===== src/rtl/reu_pkg.sv =====
// Shared definitions for the REU timing blocks.
//   lock_state_t  : state of the PHI2 lock tracker
//   DEF_MIN_PER / DEF_MAX_PER : default accepted PHI2 period window (C8M cycles)
//   C8M_PER_PHI2  : nominal number of C8M cycles per PHI2 period
package reu_pkg;

  typedef enum logic [1:0] {
    UNLOCKED = 2'd0,
    ACQUIRE  = 2'd1,
    LOCKED   = 2'd2
  } lock_state_t;

  localparam int DEF_MIN_PER  = 7;
  localparam int DEF_MAX_PER  = 9;
  localparam int C8M_PER_PHI2 = 8;

endpackage


===== src/rtl/sync2_edge.sv =====
// Two-flop synchroniser with rise/fall detection of the synchronised level.
// Reusable for any slow asynchronous level (PHI2, BA, nRESET).
//   clk   : destination clock
//   rst_n : asynchronous active-low reset
//   din   : asynchronous input level
//   dout  : synchronised level (second flop)
//   rise  : one-cycle pulse when dout goes 0->1
//   fall  : one-cycle pulse when dout goes 1->0
module sync2_edge (
  input  logic clk,
  input  logic rst_n,
  input  logic din,
  output logic dout,
  output logic rise,
  output logic fall
);

  logic s1, s2, s3;

  always_ff @(posedge clk or negedge rst_n) begin
    if (!rst_n) begin
      s1 <= 1'b0;
      s2 <= 1'b0;
      s3 <= 1'b0;
    end else begin
      s1 <= din;
      s2 <= s1;
      s3 <= s2;
    end
  end

  assign dout = s2;
  assign rise = s2 & ~s3;
  assign fall = ~s2 & s3;

endmodule


===== src/rtl/phi2_phase_tracker.sv =====
// Locks the C8M domain to the C64 PHI2 clock: measures the PHI2 period,
// keeps a phase counter, declares lock, and produces the SDRAM command
// slots and the refresh request/acknowledge bookkeeping.
//   C8M        : 8 MHz clock (sole clock)
//   nRESET     : asynchronous active-low reset
//   PHI2       : C64 PHI2, asynchronous
//   PHI2s      : synchronised PHI2
//   Phi2Rise   : pulse on synchronised rising edge
//   Phi2Fall   : pulse on synchronised falling edge
//   Phase      : C8M cycles since last Phi2Rise (saturates at 15)
//   PeriodLast : length of last complete PHI2 period (saturates at 15)
//   Locked     : tracker locked
//   RdSlot     : read-command slot pulse
//   WrSlot     : write-command slot pulse
//   RefReq     : refresh request level (RefPend != 0)
//   RefAck     : refresh accepted pulse from RAM
//   RefPend    : outstanding refresh count (saturates at 7)
module phi2_phase_tracker
  import reu_pkg::*;
#(
  parameter int MIN_PER  = DEF_MIN_PER,
  parameter int MAX_PER  = DEF_MAX_PER,
  parameter int LOCK_CNT = 4,
  parameter int RD_PH    = 2,
  parameter int WR_PH    = 5,
  parameter int REF_DIV  = 15
) (
  input  logic       C8M,
  input  logic       nRESET,
  input  logic       PHI2,
  output logic       PHI2s,
  output logic       Phi2Rise,
  output logic       Phi2Fall,
  output logic [3:0] Phase,
  output logic [3:0] PeriodLast,
  output logic       Locked,
  output logic       RdSlot,
  output logic       WrSlot,
  output logic       RefReq,
  input  logic       RefAck,
  output logic [2:0] RefPend
);

  // Phase value 15 doubles as the "PHI2 stopped" marker, so the accepted
  // window must stay below it, and the slots must be distinct phases.
  if (RD_PH == WR_PH) begin : g_chk_slots
    $error("RD_PH and WR_PH must select different phases");
  end
  if (MIN_PER < 1 || MAX_PER > 14 || MIN_PER > MAX_PER) begin : g_chk_window
    $error("period window must satisfy 1 <= MIN_PER <= MAX_PER <= 14");
  end
  if (C8M_PER_PHI2 < MIN_PER || C8M_PER_PHI2 > MAX_PER) begin : g_chk_nominal
    $error("nominal C8M/PHI2 ratio lies outside the accepted window");
  end
  if (LOCK_CNT < 1 || LOCK_CNT > 7) begin : g_chk_lock
    $error("LOCK_CNT must be 1..7");
  end
  if (REF_DIV < 1 || REF_DIV > 255) begin : g_chk_ref
    $error("REF_DIV must be 1..255");
  end

  localparam logic [3:0] MIN_P    = 4'(MIN_PER);
  localparam logic [3:0] MAX_P    = 4'(MAX_PER);
  localparam logic [3:0] RD_P     = 4'(RD_PH);
  localparam logic [3:0] WR_P     = 4'(WR_PH);
  localparam logic [2:0] LOCK_N   = 3'(LOCK_CNT);
  localparam logic [7:0] REF_LAST = 8'(REF_DIV - 1);

  function automatic logic [3:0] sat_inc4(input logic [3:0] v);
    return (v == 4'hF) ? 4'hF : v + 4'd1;
  endfunction

  // Simultaneous due and acknowledge cancel out; acknowledges with nothing
  // outstanding are dropped.
  function automatic logic [2:0] pend_update(input logic [2:0] p,
                                             input logic       d,
                                             input logic       a);
    if (d && !a) return (p == 3'd7) ? p : p + 3'd1;
    if (a && !d) return (p == 3'd0) ? p : p - 3'd1;
    return p;
  endfunction

  lock_state_t state;
  logic [2:0]  good_cnt;
  logic [7:0]  ref_div;
  logic [3:0]  period_new;
  logic        good;
  logic        timeout;
  logic        due;
  logic [2:0]  pend_next;

  // ---- synchronisation stage ----
  sync2_edge u_sync (
    .clk  (C8M),
    .rst_n(nRESET),
    .din  (PHI2),
    .dout (PHI2s),
    .rise (Phi2Rise),
    .fall (Phi2Fall)
  );

  // ---- phase / period measurement ----
  assign period_new = sat_inc4(Phase);
  assign good       = (period_new >= MIN_P) && (period_new <= MAX_P);
  assign timeout    = (Phase == 4'hF);

  always_ff @(posedge C8M or negedge nRESET) begin
    if (!nRESET) begin
      Phase      <= 4'hF;
      PeriodLast <= 4'd0;
    end else if (Phi2Rise) begin
      Phase      <= 4'd0;
      PeriodLast <= period_new;
    end else begin
      Phase      <= sat_inc4(Phase);
    end
  end

  // ---- lock tracking ----
  // A rise always takes priority over the stopped-clock timeout: the first
  // rise after reset or after a stall arrives with Phase already at 15.
  always_ff @(posedge C8M or negedge nRESET) begin
    if (!nRESET) begin
      state    <= UNLOCKED;
      good_cnt <= 3'd0;
      Locked   <= 1'b0;
    end else if (Phi2Rise) begin
      unique case (state)
        UNLOCKED: begin
          state    <= ACQUIRE;
          good_cnt <= 3'd0;
          Locked   <= 1'b0;
        end
        ACQUIRE: begin
          if (!good) begin
            good_cnt <= 3'd0;
          end else if (good_cnt + 3'd1 == LOCK_N) begin
            state    <= LOCKED;
            good_cnt <= 3'd0;
            Locked   <= 1'b1;
          end else begin
            good_cnt <= good_cnt + 3'd1;
          end
        end
        LOCKED: begin
          if (!good) begin
            state    <= ACQUIRE;
            good_cnt <= 3'd0;
            Locked   <= 1'b0;
          end
        end
        default: begin
          state    <= UNLOCKED;
          good_cnt <= 3'd0;
          Locked   <= 1'b0;
        end
      endcase
    end else if (timeout) begin
      state    <= UNLOCKED;
      good_cnt <= 3'd0;
      Locked   <= 1'b0;
    end
  end

  // ---- command slots ----
  assign RdSlot = Locked && (Phase == RD_P);
  assign WrSlot = Locked && (Phase == WR_P);

  // ---- refresh scheduling ----
  // Losing lock restarts the divider but the pending count is kept: those
  // refreshes are still owed to the SDRAM.
  assign due       = Locked && Phi2Rise && (ref_div == REF_LAST);
  assign pend_next = pend_update(RefPend, due, RefAck);

  always_ff @(posedge C8M or negedge nRESET) begin
    if (!nRESET) begin
      ref_div <= 8'd0;
      RefPend <= 3'd0;
      RefReq  <= 1'b0;
    end else begin
      if (!Locked) begin
        ref_div <= 8'd0;
      end else if (Phi2Rise) begin
        ref_div <= (ref_div == REF_LAST) ? 8'd0 : ref_div + 8'd1;
      end
      RefPend <= pend_next;
      RefReq  <= (pend_next != 3'd0);
    end
  end

endmodule


===== config.mk =====
export PLATFORM = sky130hd
export DESIGN_NAME = phi2_phase_tracker
export DESIGN_NICKNAME = d
export VERILOG_FILES = /design/src/rtl/reu_pkg.sv /design/src/rtl/sync2_edge.sv /design/src/rtl/phi2_phase_tracker.sv
export SDC_FILE = /design/constraint.sdc
export NUM_CORES = 1
export LEC_CHECK = 0
export ABC_AREA = 1
export BUFFER_PORTS_ARGS = -buffer_cell sky130_fd_sc_hd__buf_2
export CAP_MARGIN = 20
export CORE_UTILIZATION = 59
export CTS_BUF_LIST = sky130_fd_sc_hd__clkbuf_8
export CTS_CLUSTER_DIAMETER = 30
export CTS_CLUSTER_SIZE = 14
export DETAILED_ROUTE_END_ITERATION = 10
export HOLD_SLACK_MARGIN = 0.02
export PLACE_DENSITY = 0.82
export SYNTH_ARGS = -nofsm -noshare
export SYNTH_HDL_FRONTEND = slang
export SYNTH_SLANG_ARGS = --single-unit
export TNS_END_PERCENT = 20

===== constraint.sdc =====
create_clock -name C8M -period 2 [get_ports C8M]
set_input_delay 0.3 -clock C8M [delete_from_list [all_inputs] [get_ports C8M]]
set_output_delay 0.3 -clock C8M [all_outputs]
set_load 0.005 [all_outputs]

==> flow_metrics.py <==
metrics = {
    "logic_synthesis": {
        "avgSynthCellArea_um2": 8.68,
        "synth_cell_types": 30,
        "synth_top_family_by_area": "simple AND/OR/NAND/NOR gates",
        "ys_ff_latch": 28,
        "synth_top_area_share_pct": 37.6,
        "yosys.area_share.simple_pct": 27.6,
        "synth_xor_area_share_pct": 3.29,
        "synth-compound-area-share_pct": 8.61,
        "synth_top_area_cell": "dfrtp_1",
        "synth_common_cells": "nand2_1, dfrtp_1, inv_1",
        "synth.area.top_cells": "dfrtp_1, ha_1, nand2_1",
        "ys_warn_count": 0,
        "synth-async-reset-ratio_pct": 100,
        "yosysSeqAreaShare_pct": 44.2,
        "yosysMostFrequentCell": "nand2_1",
        "synth_area_um2": 1600,
        "synth_edf_count": 0,
        "yosys_most_used_dff": "dfrtp_1",
        "syn_nets": 199,
        "synth_adder_area_share_pct": 8.61,
        "synthMuxAreaShare_pct": 0,
        "syn-instance-count": 184,
    },
    "worst_setup_path": {
        "reg2reg_from": "Phase[0]",
        "r2r_cells": 10,
        "crit_type": "flip-flop to flip-flop",
        "crit_path_end_kind": "flip-flop",
        "cp_max_fo": 8,
        "critPathRequiredTime_ns": 2.17,
        "cp-start-kind": "flip-flop",
        "crit_arrival_ns": 2.00,
        "reg2reg_to": "state[0]",
        "reg2reg_slack_ns": 0.18,
    },
    "clocking": {
        "cts_buffer_depth": 2,
        "clk_pin_slew_ns": 0.09,
        "numCtsBuffers": 3,
        "post_cts_resized": 0,
        "cts.sinks": 28,
        "cts-htree-levels": 1,
        "clock_latency_ns": 0.27,
        "cts_tree": "done",
        "post_cts_buffers": 0,
        "clock-root-buffer": "clkbuf_8",
        "hold_buffers": 0,
    },
    "timing": {
        "hold-worst-slack_ns": 0.0288,
        "period_needed_ns": 1.82,
        "fin_crit_sh_pct": 91.2,
        "setup_viol": 0,
        "final-max-slew-violation-count": 0,
        "max_freq_mhz": 548,
        "fin_setup_tns_ns": 0,
        "setup_ws_ns": 0.177,
        "worst_pin_slew_ns": 0.622,
        "rsz0062_at_grt": "no",
        "hold_viol_final": 0,
        "slew_headroom_pct": 58.6,
        "worst_clock_skew_ns": 0.00497,
    },
    "pwr": {
        "peakVddDrop_mv": 0.867,
        "leakage_nw": 0.874,
        "power.total_mw": 1.73,
        "powerDensity_nw_per_um2": 977,
    },
    "grt": {
        "antenna_found_initial": 0,
        "grt_max_degree": 29,
        "overflow": 0,
        "grt_usage_pct": 23.4,
        "grt_pass1_wl_mm": 4.82,
        "first_global_vias": 1122,
    },
    "route": {
        "vias_per_cell": 5.33,
        "vias": 1259,
        "drt_iter0_drc": 19,
        "drt-pass1-iter-count": 4,
        "wl_mm": 3.07,
        "drc": 0,
        "drtAntennaViolNets": 0,
        "post_drt_wl_per_cell_um": 13.0,
    },
    "floorplan": {
        "die_h_um": 54.0,
        "ios": 22,
        "rows": 18,
        "fp.dieW_um": 54.0,
        "start_util_pct": 63.3,
        "dieArea_um2": 2920,
        "coreArea_um2": 2520,
    },
    "cells_and_area": {
        "final_nets": 222,
        "fin_area_um2": 1770,
        "layout.cells.non_filler": 236,
        "seq_area_um2": 706,
        "areaGrowthSynthToFinish_pct": 11.0,
        "finish.utilization_pct": 70.3,
        "diodes": 0,
        "multi_input_area_um2": 769,
        "nFillCells": 211,
        "drive_gt1_share_pct": 26.7,
    },
    "placed_design": {
        "routabilityCongestion": 0.786,
        "place_ws_ns": 0.182,
        "placed_area_um2": 1720,
        "dp.cells": 232,
        "portBuffers": 21,
        "hpwlAfterDp_mm": 2.28,
    },
    "worst_hold_path": {
        "hold_class": "input port to async pin",
    },
    "flow_run": {
        "drv_cap": 0,
    },
    "run_status": {
        "status": "finished clean",
    },
}
==> placed cells by master, fill, tap and decap left out, types with 5 or more instances in the layout <==
cell type and n:
buf_2 21, dfrtp_1 24, ha_1 11, inv_1 21
nand2_1 33, nand2_2 7, nand3_1 18, nand3_2 5
nor2_1 12, o21ai_0 6, o21ai_1 5
==> per-layer routing <==
layer	vias to the layer above	track usage [%]	part of all wire, %
li1	639	-	-
met1	597	28.6	46
met2	16	41.6	51
met3	7	3.67	2.2
met4	0	7.69	1.4
met5	-	0	0
==> area by class of cell <==
type                    instances  share of cell area (%)
clock buffers                   4                    3.11
inverters                      26                    5.65
multi-input cells             127                    43.4
flip-flops and latches         28                    39.8
well taps                      30                    2.12
repair buffers                 21                    5.93
==> state kept, by name, indices dropped and copies added, names as in the netlist <==
register	count
good_cnt	3
ref_div	8
Phase	4
Locked	1
PeriodLast	4
u_sync.s1	1
state	1
u_sync.s3	1
RefReq	1
RefPend	3
u_sync.dout	1
==> worst max-delay path by stage <==
stage,startpoint,to,slack (ns),cells after the start
2_1_floorplan,Phase[0],state[0],0.36,12
3_3_place_gp,Phase[0],state[0],0.28,10
3_5_place_dp,Phase[0],state[0],0.18,10
4_1_cts,Phase[0],state[0],0.17,10
5_1_grt,Phase[0],Locked,0.03,10
6_report,Phase[0],state[0],0.18,10
==> kinds of logic after synthesis <==
group                    after synthesis
AND/OR/NAND/NOR                       88
buffers and inverters                 29
flip-flops                            28
AO/OA/AOI/OAI                         22
adder cells (fa/ha/maj)               11
XOR/XNOR                               6
==> where the power goes <==
| group | switching [mW] | internal (mW) |
|---|---|---|
| Sequential | 0.116 | 0.697 |
| Combinational | 0.338 | 0.235 |
| Clock | 0.171 | 0.176 |
==> critical path, stage by stage (launching register included) <==
cell,delay [ns]
dfstp_2,0.62
ha_1,0.30
nand3_2,0.18
nand2_1,0.11
nand3_2,0.08
nand2_2,0.08
nand3_2,0.08
nand2_4,0.10
inv_4,0.04
nand3_1,0.07
nand2_1,0.06
No activity file was read; power rests on OpenSTA's default activity.
